## src/rtl/multi_compare.sv

```systemverilog
// Digit-serial magnitude comparator: MSB-first, DIGIT bits per cycle, early exit
// on the first differing digit. req/return-to-zero handshake, one-hot finish flags.
//
// state | meaning
// IDLE  | waiting for req; operands latched on the edge that leaves
// SCAN  | comparing one digit per edge, MSB first
// DONE  | result and digit count held until req drops
module multi_compare #(
  parameter  int WIDTH = 32,
  parameter  int DIGIT = 4,
  localparam int NDIG  = WIDTH / DIGIT,
  localparam int DW    = $clog2(NDIG + 1)
) (
  input  logic             clk,
  input  logic             rst,
  input  logic             req,
  input  logic             signed_mode,
  input  logic [WIDTH-1:0] x,
  input  logic [WIDTH-1:0] y,
  output logic             busy,
  output logic             fin_equal,
  output logic             fin_smaller,
  output logic             fin_bigger,
  output logic [DW-1:0]    digits
);

  localparam int IW = (NDIG > 1) ? $clog2(NDIG) : 1;
  localparam logic [WIDTH-1:0] MSB_MASK = {1'b1, {(WIDTH-1){1'b0}}} ;

  typedef enum logic [1:0] {IDLE, SCAN, DONE} state_t;

  state_t           state, state_n;
  logic [WIDTH-1:0] xa, ya, xa_n, ya_n;
  logic [IW-1:0]    idx, idx_n;
  logic [DIGIT-1:0] dx, dy;
  logic             busy_n, eq_n, sm_n, bg_n;
  logic [DW-1:0]    dig_n;

  always_ff @(posedge clk) begin
    if (rst) begin
      state       <= IDLE;
      xa          <= '0;
      ya          <= '0;
      idx         <= '0;
      busy        <= 1'b0;
      fin_equal   <= 1'b0;
      fin_smaller <= 1'b0;
      fin_bigger  <= 1'b0;
      digits      <= '0;
    end else begin
      state       <= state_n;
      xa          <= xa_n;
      ya          <= ya_n;
      idx         <= idx_n;
      busy        <= busy_n;
      fin_equal   <= eq_n;
      fin_smaller <= sm_n;
      fin_bigger  <= bg_n;
      digits      <= dig_n;
    end
  end

  always_comb begin
    state_n = state;
    xa_n    = xa;
    ya_n    = ya;
    idx_n   = idx;
    eq_n    = fin_equal;
    sm_n    = fin_smaller;
    bg_n    = fin_bigger;
    dig_n   = digits;
    dx      = xa[idx*DIGIT +: DIGIT];
    dy      = ya[idx*DIGIT +: DIGIT];

    unique case (state)
      IDLE: begin
        if (req) begin
          // Flipping the sign bit maps two's-complement order onto unsigned order.
          xa_n    = x ^ (signed_mode ? MSB_MASK : '0);
          ya_n    = y ^ (signed_mode ? MSB_MASK : '0);
          idx_n   = IW'(NDIG - 1);
          state_n = SCAN;
        end
      end
      SCAN: begin
        if (!req) begin
          state_n = IDLE;
        end else if (dx != dy) begin
          bg_n    = (dx > dy);
          sm_n    = (dx < dy);
          dig_n   = DW'(NDIG) - DW'(idx);
          state_n = DONE;
        end else if (idx == '0) begin
          eq_n    = 1'b1;
          dig_n   = DW'(NDIG);
          state_n = DONE;
        end else begin
          idx_n = idx - IW'(1);
        end
      end
      DONE: begin
        if (!req) begin
          eq_n    = 1'b0;
          sm_n    = 1'b0;
          bg_n    = 1'b0;
          state_n = IDLE;
        end
      end
      default: state_n = IDLE;
    endcase

    busy_n = (state_n == SCAN);
  end

endmodule

```

## config.mk

```make
export PLATFORM = sky130hd
export DESIGN_NAME = multi_compare
export DESIGN_NICKNAME = d
export VERILOG_FILES = /design/src/rtl/multi_compare.sv
export SDC_FILE = /design/constraint.sdc
export NUM_CORES = 1
export LEC_CHECK = 0
export BUFFER_PORTS_ARGS = -buffer_cell sky130_fd_sc_hd__buf_4
export CAP_MARGIN = 20
export CORE_AREA = 2 2 81 83
export CTS_BUF_LIST = sky130_fd_sc_hd__clkbuf_2 sky130_fd_sc_hd__clkbuf_4 sky130_fd_sc_hd__clkbuf_8
export CTS_CLUSTER_SIZE = 30
export DETAILED_ROUTE_END_ITERATION = 16
export DIE_AREA = 0 0 83 85
export HOLD_SLACK_MARGIN = 0.06
export PLACE_DENSITY = 0.8
export SETUP_SLACK_MARGIN = 0.4
export SYNTH_ARGS = -nofsm -noshare
export SYNTH_HDL_FRONTEND = slang
export SYNTH_SLANG_ARGS = --single-unit
export TNS_END_PERCENT = 100
```

## constraint.sdc

```tcl
create_clock -name clk -period 3.5 [get_ports clk]
set_input_delay 0.525 -clock clk [delete_from_list [all_inputs] [get_ports clk]]
set_output_delay 0.525 -clock clk [all_outputs]
set_load 0.02 [all_outputs]
```

==> results.md, run 1 <==
- Outcome: finished clean
- Critical Path, Cell by Cell: mux4_2 -> nand2_1 -> nand2_1 -> ha_1 -> nand4_1 -> o31ai_4 -> nor2_1 -> a311oi_1
- Final Hold Viols: 0
- Synth Instances: roughly 390
- Setup slack, reg-to-reg: roughly 650 ps
- Weighted congestion reported at the end of routability-driven placement: just over 0.8
- Clk buf depth: 2
- Clock-pin transition on the worst setup and hold timing paths: 80 ps
- Max-capacitance violation count: 0
- Required time at the endpoint of the critical path: between 3000 and 4000 ps
- Sequential cell area: 1541 um2
- Detailed-route DRC error count: 0
- Total negative slack for setup checks: 0 ps
- Worst slack after detailed placement: between 600 and 700 ps
- CP arrival: 3110 ps
- Warnings, synthesis: 0
- Final number of setup-violating endpoints: 0
- WL final: between 7 and 8 mm
- Finished layout cell area: between 4000 and 5000 um2
- Max Fanout on Critical Path: 18
- Total routing resource utilization after global routing: 0.2268
- Worst Tran Pin Value: a little over 800 ps
- Placed Cells: 513
- Initial antenna violation count: 0
- Number of register bits inferred by synthesis: between 70 and 80
- Most Frequent Cell on Critical Path: sky130_fd_sc_hd__nand2_1
- Hold-fix buffers, CTS: 0
- Largest cells by area after synthesis: sky130_fd_sc_hd__dfxtp_1, sky130_fd_sc_hd__nand2_1, sky130_fd_sc_hd__mux4_2
- Die Outline Area: around 7100 um2
- Slew HR: 0.4474
- Worst ir drop on vdd: 0.3161 mV
- Max Transition Viols Final: 0
- Area share of the largest cell type after synthesis: 0.4635
- CP max-delay cell: sky130_fd_sc_hd__dfxtp_1
- Setup skew after layout: 7.238 ps
- Detail-routed via count per cell: approximately 5.4
- Cell Area, Synth: 3326 um2
- CTS tree: done
- DR pass1 iterations: 4
- Cell chosen for the clock root: sky130_fd_sc_hd__clkbuf_8
- List of most frequent post-synthesis cells: sky130_fd_sc_hd__nand2_1, sky130_fd_sc_hd__dfxtp_1, sky130_fd_sc_hd__a21oi_1, sky130_fd_sc_hd__mux4_2, sky130_fd_sc_hd__clkbuf_1
- Static leakage: between 1.5 and 2 nW
- Share of synthesized area occupied by flip-flops and latches: 0.4635
- Drt initial violations: roughly 170
- Post_cts resized: 0
- Placement-stage cell area: around 4000 um2
- Setup repair after global routing missed its margin: no
- Main flop type after synthesis: sky130_fd_sc_hd__dfxtp_1
- Setup Crit Path Kind: flip-flop to flip-flop
- N_diodes: 0
- Utilization of the core after routing: 0.6532
- Wire per inst: 14.53 um
- Count of placed standard cells in the final layout, fillers left out: 529
- I/O pin count: 76
- EDFF count, synth: 0
- Die span in x: 83 um
- Post-synth net total: between 400 and 500
- Vias after detailed routing: approximately 2900
- Number of global-route vias before repair: between 2000 and 3000
- Post-detailed-route count of antenna-violating nets: 0
- Number of buffers inserted during clock tree synthesis: 9
- Multi-input logic area: 1648 um2
- Maximum level of the CTS H-tree: 3
- Endpoint type of the worst setup path: flip-flop
- Layout filler cell count: 529
- Worst-skew pair later-pin latency: between 300 and 400 ps
- Port-buffer cells: 75
- Worst min path class: primary input to flip-flop
- Most numerous cell in the Yosys netlist: sky130_fd_sc_hd__nand2_1
- Sink Count: slightly below 80
- Peak Freq: 350.3 MHz
- Crit path setup slack, layout: approximately 650 ps
- Type of origin of the critical path: flip-flop
- Mean post-synth cell area: ~8.6 um2
- Area of the core: slightly above 6000 um2
- Tmin final: 2854 ps
- Share of the cycle needed by the critical path after routing: 0.8155
- Dpl hpwl: ~5.4 mm
- Power per cell area: about 570 nW/um2
- Remaining Overflow, GRT: 0
- Number of cell rows: 29
- Number of nets in the layout: roughly 520
- Starting utilization of the core area: 0.5360
- Synth-to-layout area growth: 21.86%
- Count of cell types in the netlist: 32
- Maximum number of pins on one net before global-route repair: just under 80
- Wire length of the first global-routing pass: 12.89 mm
- Cell accounting for the most synthesized area: sky130_fd_sc_hd__dfxtp_1
- # Post-CTS Setup Buffers: 0
- Vertical extent of the die: roughly 85 um
- Largest stage delay on the critical path: roughly 860 ps
- Ys async rst share: 0
- Layout cell share with drive strength beyond 1: 0.2522
==> final timing paths <==
| check | start | to | cells after the start |
|---|---|---|---|
| max | idx[1] | idx[1] | 8 |
| min | x[14] | xa[14] | 3 |
| max reg2reg | idx[1] | idx[1] | 8 |
| min reg2reg | xa[19] | xa[19] | 2 |
==> state kept, by name, summed over array words and instances, names as in the netlist <==
register,flops
state,2
xa,32
fin_bigger,1
ya,32
idx,3
digits,4
busy,1
fin_equal,1
fin_smaller,1
==> final cells by class <==
| cell class | instances | area share |
|---|---|---|
| tap | 77 | 0.02377 |
| sequential | 77 | 0.3804 |
| multi-input combinational | 277 | 0.4066 |
| clock inverter | 5 | 0.006792 |
| timing repair buffer | 78 | 0.1445 |
| clock buffer | 11 | 0.03427 |
| inverter | 4 | 0.003705 |
==> report_power, final <==
| part | total [W] | switching, W | internal, W |
|---|---|---|---|
| Sequential | 0.00106 | 0.0000837 | 0.000979 |
| Combinational | 0.000667 | 0.000367 | 0.000300 |
| Clock | 0.000580 | 0.000312 | 0.000268 |
| Total | 0.00231 | 0.000762 | 0.00155 |
==> per-layer routing <==
layer  GRT usage  part of all wire  vias up
li1            -                 -     1428
met1      0.3003              0.44     1341
met2      0.3717              0.50       75
met3     0.05058             0.046       12
met4     0.07601             0.015        0
met5           0                 0        -
==> critical path, delay by kind of cell, from the launching register on <==
| family | cells | cell delay [ps] |
|---|---|---|
| muxes | 1 | 410 |
| AOI/OAI and AO/OA | 2 | 630 |
| and+or+nand+nor | 4 | 530 |
| DFF | 1 | 860 |
| adders and majority gates | 1 | 310 |
==> cell usage in the layout, fill, tap and decap left out, types with 2 or more instances in the layout <==
| cell | n |
|---|---|
| sky130_fd_sc_hd__nand2b_1 | 3 |
| sky130_fd_sc_hd__o21ai_0 | 2 |
| sky130_fd_sc_hd__inv_1 | 4 |
| sky130_fd_sc_hd__nand3_1 | 3 |
| sky130_fd_sc_hd__clkbuf_8 | 9 |
| sky130_fd_sc_hd__a211oi_1 | 3 |
| sky130_fd_sc_hd__xnor2_1 | 2 |
| sky130_fd_sc_hd__a22oi_1 | 3 |
| sky130_fd_sc_hd__nor2_1 | 9 |
| sky130_fd_sc_hd__nor2b_1 | 4 |
| sky130_fd_sc_hd__mux2i_1 | 4 |
| sky130_fd_sc_hd__clkbuf_4 | 2 |
| sky130_fd_sc_hd__dfxtp_1 | 77 |
| sky130_fd_sc_hd__ha_1 | 7 |
| sky130_fd_sc_hd__buf_4 | 78 |
| sky130_fd_sc_hd__clkinv_2 | 4 |
| sky130_fd_sc_hd__nand2_1 | 140 |
| sky130_fd_sc_hd__mux4_2 | 16 |
| sky130_fd_sc_hd__a311oi_1 | 2 |
| sky130_fd_sc_hd__a21oi_1 | 66 |
==> through the flow <==
stage                     hold WS, ps  power (W)
after floorplan                 433.1   0.001551
after global placement          439.6   0.001717
after detailed placement        448.3   0.001745
after CTS                       414.2   0.002316
after global routing            413.7   0.002442
final                           413.5   0.002310
==> cell families (layout without fill, tap and decap cells) <==
kind of cell / count (synthesis) / in the layout / share of synthesized area
DFF: 77 / 77 / 0.4635
and+or+nand+nor: 166 / 166 / 0.2005
muxes: 20 / 20 / 0.1204
xor gates and xnor gates: 2 / 2 / 0.005268
adders and majority gates: 7 / 7 / 0.02633
AOI/OAI and AO/OA: 82 / 82 / 0.1407
buffers and inverters: 32 / 98 / 0.04326
(Power assumes the default switching activity.)
==> inputs of run 2 (changes only) <==
==> constraint.sdc (replaced) <==
create_clock -name clk -period 2.7 [get_ports clk]
set_input_delay 0.405 -clock clk [delete_from_list [all_inputs] [get_ports clk]]
set_output_delay 0.405 -clock clk [all_outputs]
set_load 0.02 [all_outputs]
==> run 2 against run 1 <==
Maximum frequency increased by 16%. Via count increased by 2.9%. Clock-buffer cell count fell by 1. Critical path depth grew 1. Clock skew up 0.64 ps. Wire length grew 4.1%. Combinational power rose by 78%.
==> results.md, run 2 (synthesized netlist as in run 1, its figures left out) <==
- Outcome: finished clean
- Number of cell rows: 29 (unchanged)
- Max Transition Viols Final: 0 (unchanged)
- Peak Freq: 406.5 MHz (+16%)
- Static leakage: 1.750 nW (+4.6%)
- Total routing resource utilization after global routing: 0.2262 (-0.0005976)
- Wire per inst: 14.83 um (+2.0%)
- Buf+Inv Stages, Crit Path: 2 (+2)
- Starting utilization of the core area: 0.5360 (unchanged)
- Tightest hold margin: 286.2 ps (-127.3 ps)
- Worst ir drop on vdd: 0.5172 mV (+64%)
- Sink Count: 77 (unchanged)
- Power per cell area: 786.5 nW/um2 (+38%)
- Sequential cell area: 1545 um2 (+0.24%)
- N_diodes: 0 (unchanged)
- CP arrival: 2720 ps (-390 ps)
- Endpoint type of the worst setup path: flip-flop
- Clk buf depth: 2 (unchanged)
- Worst r2r path cells: 9 (+1)
- Layout cell share with drive strength beyond 1: 0.3067 (+0.05448)
- Required time at the endpoint of the critical path: 2960 ps (-790 ps)
- WL final: 8.007 mm (+4.1%)
- Maximum number of pins on one net before global-route repair: 79 (unchanged)
- Final Hold Viols: 0 (unchanged)
- I/O pin count: 76 (unchanged)
- Utilization of the core after routing: 0.6985 (+0.04537)
- Total negative slack for setup checks: 0 ps (unchanged)
- Port-buffer cells: 75 (unchanged)
- CTS tree: done
- Detailed-route DRC error count: 0 (unchanged)
- Wire length of the first global-routing pass: 12.66 mm (-1.8%)
- Max-capacitance violation count: 0 (unchanged)
- Critical Path, Cell by Cell: buf_12 -> mux4_2 -> mux2i_2 -> ha_4 -> nand4_1 -> buf_6 -> o31ai_4 -> nor2_1 -> a311oi_1
- Worst min path class: primary input to flip-flop
- Remaining Overflow, GRT: 0 (unchanged)
- Final number of setup-violating endpoints: 0 (unchanged)
- Worst-skew pair later-pin latency: 360 ps (about the same)
- Area of the core: 6205 um2 (unchanged)
- Synth-to-layout area growth: 30.32%
- Worst slack after detailed placement: 127.0 ps (-555.3 ps)
- Setup skew after layout: 7.874 ps (+0.6363 ps)
- Top Registers: xa (32), ya (32), digits (4)
- Leading cell types in the layout, fill and taps excluded: sky130_fd_sc_hd__nand2_1, sky130_fd_sc_hd__buf_4, sky130_fd_sc_hd__dfxtp_1
- Leading cell type in the layout, fill and taps excluded: sky130_fd_sc_hd__nand2_1
- Crit-path leading delay family: multiplexers
- Clock-pin transition on the worst setup and hold timing paths: 80 ps (about the same)
- DR pass1 iterations: 4 (unchanged)
- Setup repair after global routing missed its margin: yes
- Layout filler cell count: 453 (-14%)
- Die Outline Area: 7055 um2 (unchanged)
- Initial antenna violation count: 0 (unchanged)
- Max Fanout on Critical Path: 6 (-12)
- Cell chosen for the clock root: sky130_fd_sc_hd__clkbuf_8
- Detail-routed via count per cell: 5.443 (+0.81%)
- Number of nets in the layout: 533 (+2.1%)
- Finished layout cell area: 4334 um2 (+6.9%)
- Share of the cycle needed by the critical path after routing: 0.9111 (+0.09559)
- Crit path setup slack, layout: 240.0 ps (-405.7 ps)
- Placement-stage cell area: 3919 um2 (+0.84%)
- Type of origin of the critical path: flip-flop
- CP max-delay cell: sky130_fd_sc_hd__mux4_2
- Tmin final: 2460 ps (-394.3 ps)
- Maximum level of the CTS H-tree: 3 (unchanged)
- Number of global-route vias before repair: 2795 (+2.9%)
- Vertical extent of the die: 85 um (unchanged)
- Total stage count of the critical path: 9 (+1)
- Setup Crit Path Kind: flip-flop to flip-flop
- Post-detailed-route count of antenna-violating nets: 0 (unchanged)
- Cell count of the worst hold path: 3 (unchanged)
- Setup slack, reg-to-reg: 240 ps (-410 ps)
- Largest stage delay on the critical path: 520 ps (-340 ps)
- Worst Tran Pin Value: 801.9 ps (-25.92 ps)
- Vias after detailed routing: 2939 (+2.9%)
- Weighted congestion reported at the end of routability-driven placement: 0.8427 (+4.4%)
- Dpl hpwl: 5.069 mm (-5.9%)
- Multi-input logic area: 1745 um2 (+5.9%)
- Drt initial violations: 145 (-16%)
- Die span in x: 83 um (unchanged)
- Number of buffers inserted during clock tree synthesis: 9 (unchanged)
- Slew HR: 0.4654 (+0.01804)
- Hold-fix buffers, CTS: 0 (unchanged)
==> run 2: cell types whose count changed in the layout (fill, tap and decap cells not counted), moves of 2 or more <==
cell | previous run | this run
sky130_fd_sc_hd__buf_16 | 0 | 2
sky130_fd_sc_hd__nand2_1 | 140 | 134
sky130_fd_sc_hd__buf_12 | 0 | 2
sky130_fd_sc_hd__buf_4 | 78 | 84
sky130_fd_sc_hd__ha_4 | 0 | 3
sky130_fd_sc_hd__mux2i_2 | 0 | 2
sky130_fd_sc_hd__nand2_2 | 0 | 6
sky130_fd_sc_hd__ha_1 | 7 | 4
sky130_fd_sc_hd__clkinv_2 | 4 | 2
sky130_fd_sc_hd__mux2i_1 | 4 | 1
==> run 2: final cells by class <==
| cell class | instances | share of cell area |
|---|---|---|
| clock inverter | 6 | 0.01472 |
| sequential | 77 | 0.3565 |
| clock buffer | 10 | 0.03031 |
| inverter | 4 | 0.003464 |
| timing repair buffer | 89 | 0.1700 |
| tap | 77 | 0.02223 |
| multi-input combinational | 277 | 0.4027 |
==> run 2: worst min-delay path: cells and delay by family <==
kind | cells | cell delay (ps)
buffers and inverters | 1 | 110
AO/OA/AOI/OAI | 1 | 50
AND/OR/NAND/NOR | 1 | 40
==> run 2: path summary, 6_finish.rpt <==
path            end  startpoint
max reg2reg  idx[0]      idx[0]
min reg2reg  ya[26]      ya[26]
max          idx[0]      idx[0]
min          ya[25]       y[25]
==> run 2: per-stage QoR <==
stage          std cells  total power, W
6_report             540        0.003409
2_1_floorplan        386        0.002013
5_1_grt              540        0.003584
3_3_place_gp         514        0.002254
4_1_cts              539        0.003279
3_5_place_dp         514        0.002274
==> run 2: routing by layer <==
metal,global-route usage,share of wire,vias up
met2,0.3658,0.50,98
li1,-,-,1447
met4,0.1162,0.024,0
met3,0.05156,0.061,15
met1,0.2862,0.42,1379
met5,0,0,-
==> run 2: timing repair <==
item / CTS / global route
endpoints found under the setup margin: 12 / 12
pin swaps: 4 / 12
buffers inserted: 7 / 1
gates resized for setup: 7 / 17
gates cloned: 2 / 0
==> run 2: where the power goes <==
part | total [W] | switching, W | internal [W]
combinational | 0.00119 | 0.000596 | 0.000589
sequential | 0.00136 | 0.0000920 | 0.00127
clock | 0.000860 | 0.000425 | 0.000435
